==> src/rtl/uart_tx_arbiter.sv <==
// Round-robin arbiter sharing one UART TX byte register between NUM_REQ
// byte-stream requesters; the grant is held per burst, capped at MAX_BURST bytes.
module uart_tx_arbiter #(
    parameter int NUM_REQ   = 3,
    parameter int MAX_BURST = 16
) (
    input  logic                   clk,
    input  logic                   rst,
    input  logic [NUM_REQ-1:0]     req_valid,
    input  logic [8*NUM_REQ-1:0]   req_data,
    input  logic [NUM_REQ-1:0]     req_last,
    output logic [NUM_REQ-1:0]     req_ready,
    input  logic                   tx_data_ready,
    output logic [7:0]             o_tx_data,
    output logic                   o_tx_data_valid,
    output logic [NUM_REQ-1:0]     o_grant,
    output logic                   o_busy,
    output logic                   o_trunc
);

    localparam int                IW        = (NUM_REQ > 1) ? $clog2(NUM_REQ) : 1;
    localparam logic [IW-1:0]     LAST_INIT = IW'(NUM_REQ - 1);
    localparam logic [7:0]        MAX_CNT   = 8'(MAX_BURST);
    localparam logic [NUM_REQ-1:0] ONE_1H   = {{(NUM_REQ-1){1'b0}}, 1'b1};

    typedef enum logic [0:0] {
        S_IDLE = 1'b0,
        S_XFER = 1'b1
    } state_t;

    state_t               r_state,      w_state;
    logic [IW-1:0]        r_owner,      w_owner;
    logic [IW-1:0]        r_last_owner, w_last_owner;
    logic [7:0]           r_byte_cnt,   w_byte_cnt;
    logic [7:0]           r_tx_data,    w_tx_data;
    logic                 r_tx_valid,   w_tx_valid;
    logic [NUM_REQ-1:0]   r_grant,      w_grant;
    logic                 r_trunc,      w_trunc;

    logic [IW-1:0]        w_pick;
    logic                 w_found;
    logic                 w_hit;
    logic [IW-1:0]        w_idx;
    logic                 w_space;
    logic                 w_accept;
    logic [7:0]           w_cnt_inc;
    logic [7:0]           w_owner_byte;

    // Round-robin scan starting just after the previous owner
    always_comb begin
        w_pick  = r_last_owner;
        w_found = 1'b0;
        w_hit   = 1'b0;
        w_idx   = r_last_owner;
        for (int k = 1; k <= NUM_REQ; k++) begin
            w_idx   = IW'((int'(r_last_owner) + k) % NUM_REQ);
            w_hit   = !w_found && req_valid[w_idx];
            w_pick  = w_hit ? w_idx : w_pick;
            w_found = w_found | w_hit;
        end
    end

    assign w_space      = !r_tx_valid || tx_data_ready;
    assign w_accept     = (r_state == S_XFER) && req_valid[r_owner] && w_space;
    assign w_cnt_inc    = r_byte_cnt + 8'd1;
    assign w_owner_byte = req_data[{r_owner, 3'b000} +: 8];

    // Only the owner sees ready, and only when the output register has room
    always_comb begin
        req_ready = {NUM_REQ{1'b0}};
        if ((r_state == S_XFER) && w_space) begin
            req_ready[r_owner] = 1'b1;
        end else begin
            req_ready = {NUM_REQ{1'b0}};
        end
    end

    // Next-state and next-output computation
    always_comb begin
        w_state      = r_state;
        w_owner      = r_owner;
        w_last_owner = r_last_owner;
        w_byte_cnt   = r_byte_cnt;
        w_tx_data    = r_tx_data;
        w_tx_valid   = r_tx_valid && !tx_data_ready;
        w_grant      = r_grant;
        w_trunc      = 1'b0;
        case (r_state)
            S_IDLE: begin
                w_byte_cnt = 8'd0;
                if (|req_valid) begin
                    w_owner = w_pick;
                    w_grant = ONE_1H << w_pick;
                    w_state = S_XFER;
                end else begin
                    w_grant = {NUM_REQ{1'b0}};
                end
            end
            S_XFER: begin
                if (w_accept) begin
                    w_tx_data  = w_owner_byte;
                    w_tx_valid = 1'b1;
                    w_byte_cnt = w_cnt_inc;
                    if (req_last[r_owner] || (w_cnt_inc == MAX_CNT)) begin
                        w_state      = S_IDLE;
                        w_last_owner = r_owner;
                        w_grant      = {NUM_REQ{1'b0}};
                        w_trunc      = !req_last[r_owner];
                    end else begin
                        w_state = S_XFER;
                    end
                end else begin
                    w_state = S_XFER;
                end
            end
            default: begin
                w_state = S_IDLE;
                w_grant = {NUM_REQ{1'b0}};
            end
        endcase
    end

    // State and output registers with synchronous reset
    always_ff @(posedge clk) begin
        if (rst) begin
            r_state      <= S_IDLE;
            r_owner      <= {IW{1'b0}};
            r_last_owner <= LAST_INIT;
            r_byte_cnt   <= 8'd0;
            r_tx_data    <= 8'h00;
            r_tx_valid   <= 1'b0;
            r_grant      <= {NUM_REQ{1'b0}};
            r_trunc      <= 1'b0;
        end else begin
            r_state      <= w_state;
            r_owner      <= w_owner;
            r_last_owner <= w_last_owner;
            r_byte_cnt   <= w_byte_cnt;
            r_tx_data    <= w_tx_data;
            r_tx_valid   <= w_tx_valid;
            r_grant      <= w_grant;
            r_trunc      <= w_trunc;
        end
    end

    assign o_tx_data       = r_tx_data;
    assign o_tx_data_valid = r_tx_valid;
    assign o_grant         = r_grant;
    assign o_trunc         = r_trunc;
    assign o_busy          = (r_state == S_XFER) || r_tx_valid;

endmodule

==> config.mk <==
export PLATFORM = sky130hd
export DESIGN_NAME = uart_tx_arbiter
export DESIGN_NICKNAME = d
export VERILOG_FILES = /design/src/rtl/uart_tx_arbiter.sv
export SDC_FILE = /design/constraint.sdc
export NUM_CORES = 1
export LEC_CHECK = 0
export ABC_AREA = 1
export CORE_MARGIN = 2
export CORE_UTILIZATION = 50
export DETAILED_ROUTE_END_ITERATION = 16
export PLACE_DENSITY = 0.85
export SYNTH_ARGS = -nofsm -noshare
export SYNTH_HDL_FRONTEND = slang
export SYNTH_SLANG_ARGS = --single-unit
==> constraint.sdc <==
create_clock -name clk -period 4.5 [get_ports clk]
set_clock_uncertainty 0.05 [all_clocks]
set_input_delay 0.45 -clock clk [delete_from_list [all_inputs] [get_ports clk]]
set_output_delay 0.45 -clock clk [all_outputs]
set_load 0.02 [all_outputs]
==> results.md, run 1 <==
* Final worst-path cycle share at 0.542
* DP HPWL at 3060 um
* Tot GR Track Use at 0.232
* Final Power at around 0.76 mW
* Port Buffers at 49
* Largest net degree at the start of global routing at 19
* Synth area leader: dfxtp_1
* FF+latch area at 520 um^2
* Clock Sinks at 26
* Distinct cells, synth at 24
* CTS root buf: clkbuf_4
* Antenna violations before repair at 0
* Routed Wire Length at 3790 um
* Slew @ Worst Pin at between 0.4 and 0.5 ns
* Avg Vias per Cell at roughly 5.0
* First-pass GRT wire length at 6560 um
* Switching part of the total power at 0.395
* Peak Freq at between 0.4 and 0.5 GHz
* CTS Buf Count at 3
* H-tree levels at 1
* Clk_lat worst skew at a little over 0.3 ns
* Static leakage at a little under 1 nW
* Fin area at 2170 um^2
* Initial DRC count at 70
* Final setup viols at 0
* Hold WC Path Type: flip-flop to flip-flop
* Arrival time at the worst endpoint at slightly below 2 ns
* R2r worst-path depth at 11
* # nets final at between 300 and 400
* Total gr overflow at 0
* FF-to-FF setup slack at about 2.4 ns
* Post-Synthesis Net Count at between 300 and 400
* Synth area leaders: dfxtp_1 32%, nand2_1 19%, nand3_1 9.6%
* Syn Std Cell Area at 1610 um^2
* Status: complete, no violations
* Setup TNS at 0 ns
* Reg2reg start: r_last_owner[0]$_SDFFE_PP0P_
* Area of placed instances at 2140 um^2
* Startpoint types: primary input
* Setup bufs post-CTS at 0
* Crit-path max FO at 4
* Worst Setup SP: tx_data_ready
* Seq/Total Area, Yosys at 0.322
* Max Cap Viol at 0
* Synth Register Bits at 26
* Resize count post-CTS at 0
* Ant diodes at 0
* Fraction of registers with async set/reset at 0
* Initial Utilization at 0.529
* Cts hold-fix bufs at 0
* Synthesis warning total at 0
* Detailed Routing Iterations Pass 1 at 4
* # DRC at 0
* Placed instance count at 354
* Core ar. at 3050 um^2
* Clock transition at path regs at between 0.1 and 0.15 ns
* Worst vdd ir at about 0.00015 V
* Share of layout cells above drive strength 1 at 0.0573
* Critical Path RT at 4.00 ns
* Final Hold Viols at 0
* Crit path capture type: output port
* Die X at 60.8 um
* Synth Area per Inst at a little over 6 um^2
* WL per Instance at 10.6 um
* Die area at roughly 3700 um^2
* CTS tree: done
* Power Density at 347 nW/um^2
* I/O pins at 50
* Worst Setup EP: req_ready[0]
* Via count at 1775
* Post-synth top flop: dfxtp_1
* Area delta synth->final at 34.7%
* Area of the multi-input gates at approximately 930 um^2
* Pint at 0.457 mW
* Critical setup path kind: primary input to output port
* Layout filler cell count at around 290
* Reg2reg end: o_grant[0]$_SDFFE_PP0P_
* Final min period at ~2.4 ns
* Top-count cell post-synth: nand2_1
* Synth top area share at 0.322
* Clock network power share at 0.152
* CTS Buffer Depth at 2
* Filler-free cell count of the finished design at about 360
* Seq pwr share at 0.377
* Comb pwr share at 0.470
* Count of pins over their slew limit at 0
* Post-synth EDFFs at 0
* Cell row count at 20
* RSZ-0062 raised after global routing: no
* GPL Wtd Cong at between 0.8 and 0.9
* Die Ht at 60.8 um
* Vias in the first global route at about 1600
* ANT nets after route at 0
* Syn Inst Count at 264
* Sw Pwr at approximately 0.3 mW
* Final core utilization at 0.712
* Normalized max-slew margin at 0.686
* Commonest cells post-synth: 83 x nand2_1, 35 x nor2_1, 33 x inv_1
[worst min-delay path by stage]
stage                                     from                    endpoint  slack, ns  depth (start not counted)
floorplan           r_byte_cnt[7]$_SDFFE_PP0P_  r_byte_cnt[7]$_SDFFE_PP0P_       0.40                          2
global placement       o_grant[0]$_SDFFE_PP0P_     o_grant[0]$_SDFFE_PP0P_       0.40                          2
detailed placement     o_grant[0]$_SDFFE_PP0P_     o_grant[0]$_SDFFE_PP0P_       0.40                          2
CTS                    o_grant[0]$_SDFFE_PP0P_     o_grant[0]$_SDFFE_PP0P_       0.42                          2
global route           o_grant[0]$_SDFFE_PP0P_     o_grant[0]$_SDFFE_PP0P_       0.44                          2
finish                 o_grant[0]$_SDFFE_PP0P_     o_grant[0]$_SDFFE_PP0P_       0.42                          2
[sequential cells by signal, indices dropped and copies added (netlist names)]
| register | cells |
|---|---|
| r_last_owner | 2 |
| r_owner | 2 |
| o_tx_data_valid | 1 |
| o_tx_data | 8 |
| o_grant | 3 |
| r_state | 1 |
| o_trunc | 1 |
| r_byte_cnt | 8 |
[critical path, cell delays in order]
cell,delay (ns)
clkdlybuf4s50_1,0.45
inv_1,0.04
nand2_1,0.08
nand2_1,0.11
nor3_1,0.17
clkdlybuf4s50_1,0.64
[cells by family after synthesis]
family | Yosys count | share of synthesized area
AO/OA/AOI/OAI | 35 | 0.125
flip-flops | 26 | 0.322
adder cells (fa/ha/maj) | 4 | 0.0310
AND/OR/NAND/NOR | 161 | 0.423
buffers and inverters | 38 | 0.0984
[stage by stage]
step / hold WS [ns] / worst slack, ns
2_1_floorplan: 0.404 / 2.76
3_3_place_gp: 0.399 / 2.06
3_5_place_dp: 0.403 / 2.05
4_1_cts: 0.422 / 2.03
5_1_grt: 0.444 / 1.94
6_report: 0.422 / 2.06
[power by group through the flow]
stage | Sequential [mW] | Combinational (mW) | Clock [mW]
final | 0.285 | 0.355 | 0.115
after global routing | 0.289 | 0.397 | 0.132
after CTS | 0.285 | 0.356 | 0.117
after detailed placement | 0.290 | 0.354 | 0
after global placement | 0.290 | 0.349 | 0
after floorplan | 0.311 | 0.209 | 0
[metal layers]
layer | vias to the layer above | share of wire | GRT usage
met4 | 0 | 0.0050 | 0.0590
met1 | 784 | 0.47 | 0.300
met5 | - | 0 | 0
met2 | 54 | 0.46 | 0.387
met3 | 2 | 0.064 | 0.0576
li1 | 935 | - | -
[layout by cell type, fill, tap and decap left out]
cell             instances
o221ai_2                 1
nand2_1                 83
inv_2                    1
or2_2                    1
o211ai_1                 3
nand2_4                  1
clkdlybuf4s50_1         49
ha_1                     4
nand3_2                  1
o21ai_1                  2
nand2_2                  5
clkbuf_4                 3
nand3_1                 31
a21oi_2                  2
nor2_2                   1
clkbuf_8                 1
o21ai_0                 17
nor3_1                   1
a31oi_1                  1
nand3b_1                 2
a21oi_1                  9
dfxtp_1                 26
inv_6                    1
nor2_1                  35
inv_1                   33
[layout make-up]
class,count,share of cell area
well taps,44,0.0253
multi-input cells,200,0.430
inverters,35,0.0628
flip-flops and latches,26,0.239
clock buffers,4,0.0167
repair buffers,49,0.226
(Power assumes the default switching activity.)
==> inputs of run 2 (changes only) <==
--- a/config.mk
+++ b/config.mk
@@ -7,9 +7,9 @@
 export LEC_CHECK = 0
 export ABC_AREA = 1
 export CORE_MARGIN = 2
-export CORE_UTILIZATION = 50
+export CORE_UTILIZATION = 46
 export DETAILED_ROUTE_END_ITERATION = 16
-export PLACE_DENSITY = 0.85
+export PLACE_DENSITY = 0.79
 export SYNTH_ARGS = -nofsm -noshare
 export SYNTH_HDL_FRONTEND = slang
 export SYNTH_SLANG_ARGS = --single-unit
==> constraint.sdc (replaced) <==
create_clock -name clk -period 2.4 [get_ports clk]
set_clock_uncertainty 0.05 [all_clocks]
set_input_delay 0.24 -clock clk [delete_from_list [all_inputs] [get_ports clk]]
set_output_delay 0.24 -clock clk [all_outputs]
set_load 0.02 [all_outputs]
==> run 2 against run 1 <==
Die area rose by 8.1%. Core utilization fell by 5.8 points. Flip-flop and latch count did not move. Non-clock buffer count rose by 1. Worst hold slack improved by 0.0020 ns. Clock power rose to 2.7 times the previous value. Count of clock-buffer cells in the layout fell by 1. Largest cell class unchanged. Cell area rose by 1.2%. Via count fell by 0.23%. Routed wire length rose by 3.4%.
==> results.md, run 2 (synthesized netlist as in run 1, its figures left out) <==
* ANT nets after route at 0 (unchanged)
* Worst vdd ir at 0.000275 V (was 0.000149 V)
* Crit path capture type: output port (unchanged)
* DP HPWL at 3030 um (was 3060 um)
* Status: complete, no violations (unchanged)
* Cts hold-fix bufs at 0 (unchanged)
* Die Ht at 63.2 um (was 60.8 um)
* Clock Sinks at 26 (unchanged)
* Die area at 4000 um^2 (was 3700 um^2)
* Die X at 63.2 um (was 60.8 um)
* Final worst-path cycle share at 0.853
* Setup TNS at 0 ns (unchanged)
* Avg Vias per Cell at 4.91 (was 4.96)
* Critical setup path kind: flip-flop to output port (was primary input to output port)
* WL per Instance at 10.9 um (was 10.6 um)
* H-tree levels at 1 (unchanged)
* Most frequent cells in the layout: 83 x nand2_1, 49 x clkdlybuf4s50_1, 35 x nor2_1 (unchanged)
* Vias in the first global route at 1629 (was 1575)
* Reg2reg start: r_last_owner[0]$_SDFFE_PP0P_ (unchanged)
* Ant diodes at 0 (unchanged)
* Detailed Routing Iterations Pass 1 at 4 (unchanged)
* CTS Buf Count at 3 (unchanged)
* Area delta synth->final at 36.3% (was 34.7%)
* Clk_lat worst skew at 0.33 ns (was 0.31 ns)
* Final setup viols at 0 (unchanged)
* Setup bufs post-CTS at 0 (unchanged)
* # DRC at 0 (unchanged)
* Worst Setup SP: r_owner[0]$_SDFFE_PP0P_ (was tx_data_ready)
* Clock transition at path regs at 0.14 ns (about the same)
* Slowest CP cell: clkdlybuf4s50_1 (unchanged)
* Antenna violations before repair at 0 (unchanged)
* CTS tree: done (unchanged)
* Final core utilization at 0.654 (was 0.712)
* CTS root buf: clkbuf_4 (unchanged)
* Number of buffer and inverter stages on the critical path at 1 (was 3)
* Routed Wire Length at 3920 um (was 3790 um)
* Count of pins over their slew limit at 0 (unchanged)
* Core ar. at 3360 um^2 (was 3050 um^2)
* Port Buffers at 49 (unchanged)
* CP Cell Sequence: nand2_1 -> nor2_1 -> clkdlybuf4s50_1 (was clkdlybuf4s50_1 -> inv_1 -> nand2_1 -> nand2_1 -> nor3_1 -> clkdlybuf4s50_1)
* Arrival time at the worst endpoint at 1.76 ns (was 1.94 ns)
* Worst hold start: o_grant[0]$_SDFFE_PP0P_ (unchanged)
* Via count at 1771 (was 1775)
* Commonest non-fill, non-tap cell in the layout: nand2_1 (unchanged)
* Tot GR Track Use at 0.210 (was 0.232)
* Peak Freq at 0.488 GHz
* # nets final at 353 (was 352)
* Resize count post-CTS at 0 (unchanged)
* Max Cap Viol at 0 (unchanged)
* I/O pins at 50 (unchanged)
* Share of layout cells above drive strength 1 at 0.0603 (was 0.0573)
* Hold WC Path Type: flip-flop to flip-flop (unchanged)
* Initial Utilization at 0.480 (was 0.529)
* Final min period at 2.05 ns
* First-pass GRT wire length at 6940 um (was 6560 um)
* Startpoint types: flip-flop (was primary input)
* Normalized max-slew margin at 0.663 (was 0.686)
* Cell row count at 21 (was 20)
* Static leakage at 0.998 nW (was 0.986 nW)
* Crit-path max FO at 7 (was 4)
* Family with the most delay on the worst path: buffers and inverters (unchanged)
* RSZ-0062 raised after global routing: no (unchanged)
* Total gr overflow at 0 (unchanged)
* Final Hold Viols at 0 (unchanged)
* CTS Buffer Depth at 2 (unchanged)
* GPL Wtd Cong at 0.906 (was 0.883)
* Power Density at 684 nW/um^2 (was 347 nW/um^2)
* Slew @ Worst Pin at 0.504 ns (was 0.470 ns)
* Largest net degree at the start of global routing at 19 (unchanged)
* Critical Path RT at 2.11 ns (was 4.00 ns)
* Initial DRC count at 102 (was 70)
* Critical Path Max Stage Delay at 0.62 ns (was 0.64 ns)
-- run 2: cell count changes in the layout (fill, tap and decap cells not counted), sizes merged --
cell	before	now
bufinv	0	1
buf	0	1
clkbuf	4	3
-- run 2: layout make-up --
cell class                 count  area [um^2]
multi-input combinational    200          935
sequential                    26          520
timing repair buffer          50          498
inverter                      35          136
tap                           46         57.6
clock buffer                   3         22.5
clock inverter                 1         30.0
fill                         332         1160
-- run 2: report_power, final --
group	switching, mW	internal [mW]	leakage [nW]
logic	0.383	0.277	0.757
clock network	0.139	0.169	0.0279
registers	0.0472	0.488	0.212
-- run 2: worst reg2reg max path: stages (launching register included) --
cell,delay [ns]
dfxtp_1,0.43
inv_1,0.09
ha_1,0.37
inv_1,0.14
nand2_1,0.06
nand3_1,0.06
nand2_1,0.14
nand3_1,0.11
nand3_1,0.11
a21oi_1,0.18
nand3_1,0.10
a21oi_1,0.15
-- run 2: path summary, 6_finish.rpt --
| path | to | slack (ns) | cells past startpoint |
|---|---|---|---|
| worst max-delay path | req_ready[1] | 0.35 | 3 |
| worst min-delay path | o_grant[0]$_SDFFE_PP0P_ | 0.42 | 2 |
| worst max register to register | o_grant[0]$_SDFFE_PP0P_ | 0.36 | 11 |
| worst min register to register | o_grant[0]$_SDFFE_PP0P_ | 0.42 | 2 |
-- run 2: routing by layer --
layer	global-route usage	share of wire
met3	0.0250	0.057
met2	0.356	0.45
met1	0.281	0.48
met4	0.0598	0.011
met5	0	0
-- run 2: stage by stage --
stage               cells  power (mW)  hold slack (ns)  setup WS, ns  instance area [um^2]
CTS                   361        1.51            0.426         0.348                  2200
detailed placement    357        1.20            0.406         0.359                  2150
global placement      357        1.20            0.407         0.361                  2150
floorplan             264       0.975            0.375         0.659                  1610
finish                361        1.50            0.424         0.353                  2200
global route          361        1.61            0.458         0.144                  2200
==> inputs of run 3 (changes only) <==
--- a/config.mk
+++ b/config.mk
@@ -10,6 +10,8 @@
 export CORE_UTILIZATION = 46
 export DETAILED_ROUTE_END_ITERATION = 16
 export PLACE_DENSITY = 0.79
+export REMOVE_ABC_BUFFERS = 1
+export SETUP_SLACK_MARGIN = 0.02
 export SYNTH_ARGS = -nofsm -noshare
 export SYNTH_HDL_FRONTEND = slang
 export SYNTH_SLANG_ARGS = --single-unit
==> run 3 against run 2 <==
Critical path depth unchanged. Core utilization decreased by 0.48 points. Setup slack improved by 0.0036 ns. Total power decreased by 5.6%. Count of clock-buffer cells in the layout increased by 1. Critical path type unchanged.
==> results.md, run 3 (synthesized netlist as in run 1, its figures left out) <==
* Status: complete, no violations (unchanged)
* Routed Wire Length at 3820 um (was 3920 um)
* Worst Hold Margin at 0.421 ns (was 0.424 ns)
* Detailed Routing Iterations Pass 1 at 4 (unchanged)
* Reg2reg end: o_grant[0]$_SDFFE_PP0P_ (unchanged)
* ANT nets after route at 0 (unchanged)
* Total gr overflow at 0 (unchanged)
* Final core utilization at 0.649 (was 0.654)
* Placed instance count at 357 (unchanged)
* Cell row count at 21 (unchanged)
* Die area at 4000 um^2 (unchanged)
* Die Ht at 63.2 um (unchanged)
* Clk_lat worst skew at 0.32 ns (was 0.33 ns)
* Core ar. at 3360 um^2 (unchanged)
* Count of pins over their slew limit at 0 (unchanged)
* Final setup viols at 0 (unchanged)
* DP HPWL at 3040 um (was 3030 um)
* CTS Buf Count at 3 (unchanged)
* Worst Setup SP: r_owner[0]$_SDFFE_PP0P_ (unchanged)
* Reg2reg start: r_last_owner[0]$_SDFFE_PP0P_ (unchanged)
* WL per Instance at 10.6 um (was 10.9 um)
* Peak Freq at 0.489 GHz (was 0.488 GHz)
* Most frequent cells in the layout: 83 x nand2_1, 49 x clkdlybuf4s50_1, 35 x nor2_1 (unchanged)
* Area of the multi-input gates at 935 um^2 (unchanged)
* CTS root buf: clkbuf_4 (unchanged)
* Via count at 1714 (was 1771)
* Initial Utilization at 0.480 (unchanged)
* Max Cap Viol at 0 (unchanged)
* Critical Path RT at 2.11 ns (about the same)
* Arrival time at the worst endpoint at 1.75 ns (was 1.76 ns)
* RSZ-0062 raised after global routing: no (unchanged)
* Largest net degree at the start of global routing at 19 (unchanged)
* Port Buffers at 49 (unchanged)
* H-tree levels at 1 (unchanged)
* I/O pins at 50 (unchanged)
* Share of layout cells above drive strength 1 at 0.0603 (unchanged)
* Startpoint types: flip-flop (unchanged)
* Critical setup path kind: flip-flop to output port (unchanged)
* Power Density at 650 nW/um^2 (was 684 nW/um^2)
* Initial DRC count at 61 (was 102)
* Crit-path max FO at 7 (unchanged)
* Cts hold-fix bufs at 0 (unchanged)
* Static leakage at 0.991 nW (was 0.998 nW)
* Area delta synth->final at 35.3% (was 36.3%)
* Avg Vias per Cell at 4.75 (was 4.91)
* R2r worst-path depth at 11 (unchanged)
* Worst hold start: o_grant[0]$_SDFFE_PP0P_ (unchanged)
* Slew @ Worst Pin at 0.466 ns (was 0.504 ns)
* CTS tree: done (unchanged)
* CTS Buffer Depth at 2 (unchanged)
* Tot GR Track Use at 0.200 (was 0.210)
* First-pass GRT wire length at 6620 um (was 6940 um)
* Resize count post-CTS at 0 (unchanged)
* Die X at 63.2 um (unchanged)
* Crit path capture type: output port (unchanged)
* Final worst-path cycle share at 0.851 (was 0.853)
* Vias in the first global route at 1553 (was 1629)
* Worst vdd ir at 0.000363 V (was 0.000275 V)
* GPL Wtd Cong at 0.947 (was 0.906)
* # DRC at 0 (unchanged)
* Worst Setup EP: req_ready[1] (unchanged)
* Clock Sinks at 26 (unchanged)
* # nets final at 353 (unchanged)
* Antenna violations before repair at 0 (unchanged)
* Setup bufs post-CTS at 0 (unchanged)
* Layout filler cell count at 357 (was 332)
* WHS Path Cells at 2 (unchanged)
* Final Hold Viols at 0 (unchanged)
* Filler-free cell count of the finished design at 361 (unchanged)
* Normalized max-slew margin at 0.689 (was 0.663)
* Hold WC Path Type: flip-flop to flip-flop (unchanged)
* Setup TNS at 0 ns (unchanged)
* Clock transition at path regs at 0.15 ns (was 0.14 ns)
* FF+latch area at 520 um^2 (unchanged)
* Final min period at 2.04 ns (was 2.05 ns)
* Ant diodes at 0 (unchanged)
* Commonest non-fill, non-tap cell in the layout: nand2_1 (unchanged)
* FF-to-FF setup slack at 0.38 ns (was 0.36 ns)
[run 3: cell count changes in the layout (fill, tap and decap cells not counted), sizes merged]
cell    delta
bufinv     -1
clkbuf     +1
[run 3: routing by layer]
layer  routed length (um)  vias to the layer above  global-route usage  share of wire
li1                     -                      942                   -              -
met1                 1790                      722               0.259           0.47
met2                 1760                       48               0.344           0.46
met3                  269                        2              0.0554          0.070
met4                   10                        0              0.0163         0.0026
met5                    0                        -                   0              0
[run 3: worst min path at each step]
stage                                 endpoint  slack [ns]
global placement       o_grant[0]$_SDFFE_PP0P_        0.40
global route           o_grant[0]$_SDFFE_PP0P_        0.46
floorplan           r_byte_cnt[5]$_SDFFE_PP0P_        0.25
detailed placement     o_grant[0]$_SDFFE_PP0P_        0.41
finish                 o_grant[0]$_SDFFE_PP0P_        0.42
CTS                    o_grant[0]$_SDFFE_PP0P_        0.43
[run 3: final cells by class]
| type | instances | share of cell area |
|---|---|---|
| Clock buffer | 4 | 0.0166 |
| Inverter | 35 | 0.0625 |
| Multi-Input combinational cell | 200 | 0.428 |
| Sequential cell | 26 | 0.238 |
| Tap cell | 46 | 0.0264 |
| Timing Repair Buffer | 50 | 0.228 |
[run 3: power by group]
group	leakage (nW)	total, mW	internal (mW)	switching, mW
Clock	0.0210	0.223	0.0928	0.130
Combinational	0.757	0.661	0.277	0.383
Sequential	0.212	0.535	0.488	0.0473
Total	0.991	1.42	0.858	0.561
[run 3: stage by stage]
| step | total power [mW] | instance area [um^2] | setup slack (ns) |
|---|---|---|---|
| global route | 1.53 | 2180 | 0.178 |
| CTS | 1.43 | 2180 | 0.343 |
| floorplan | 0.963 | 1590 | 0.659 |
| detailed placement | 1.21 | 2150 | 0.342 |
| global placement | 1.20 | 2150 | 0.358 |
| finish | 1.42 | 2180 | 0.356 |
[run 3: critical path: stages (launching register included)]
cell and delay (ns):
dfxtp_1 0.50, nand2_1 0.17, nor2_1 0.13, clkdlybuf4s50_1 0.62
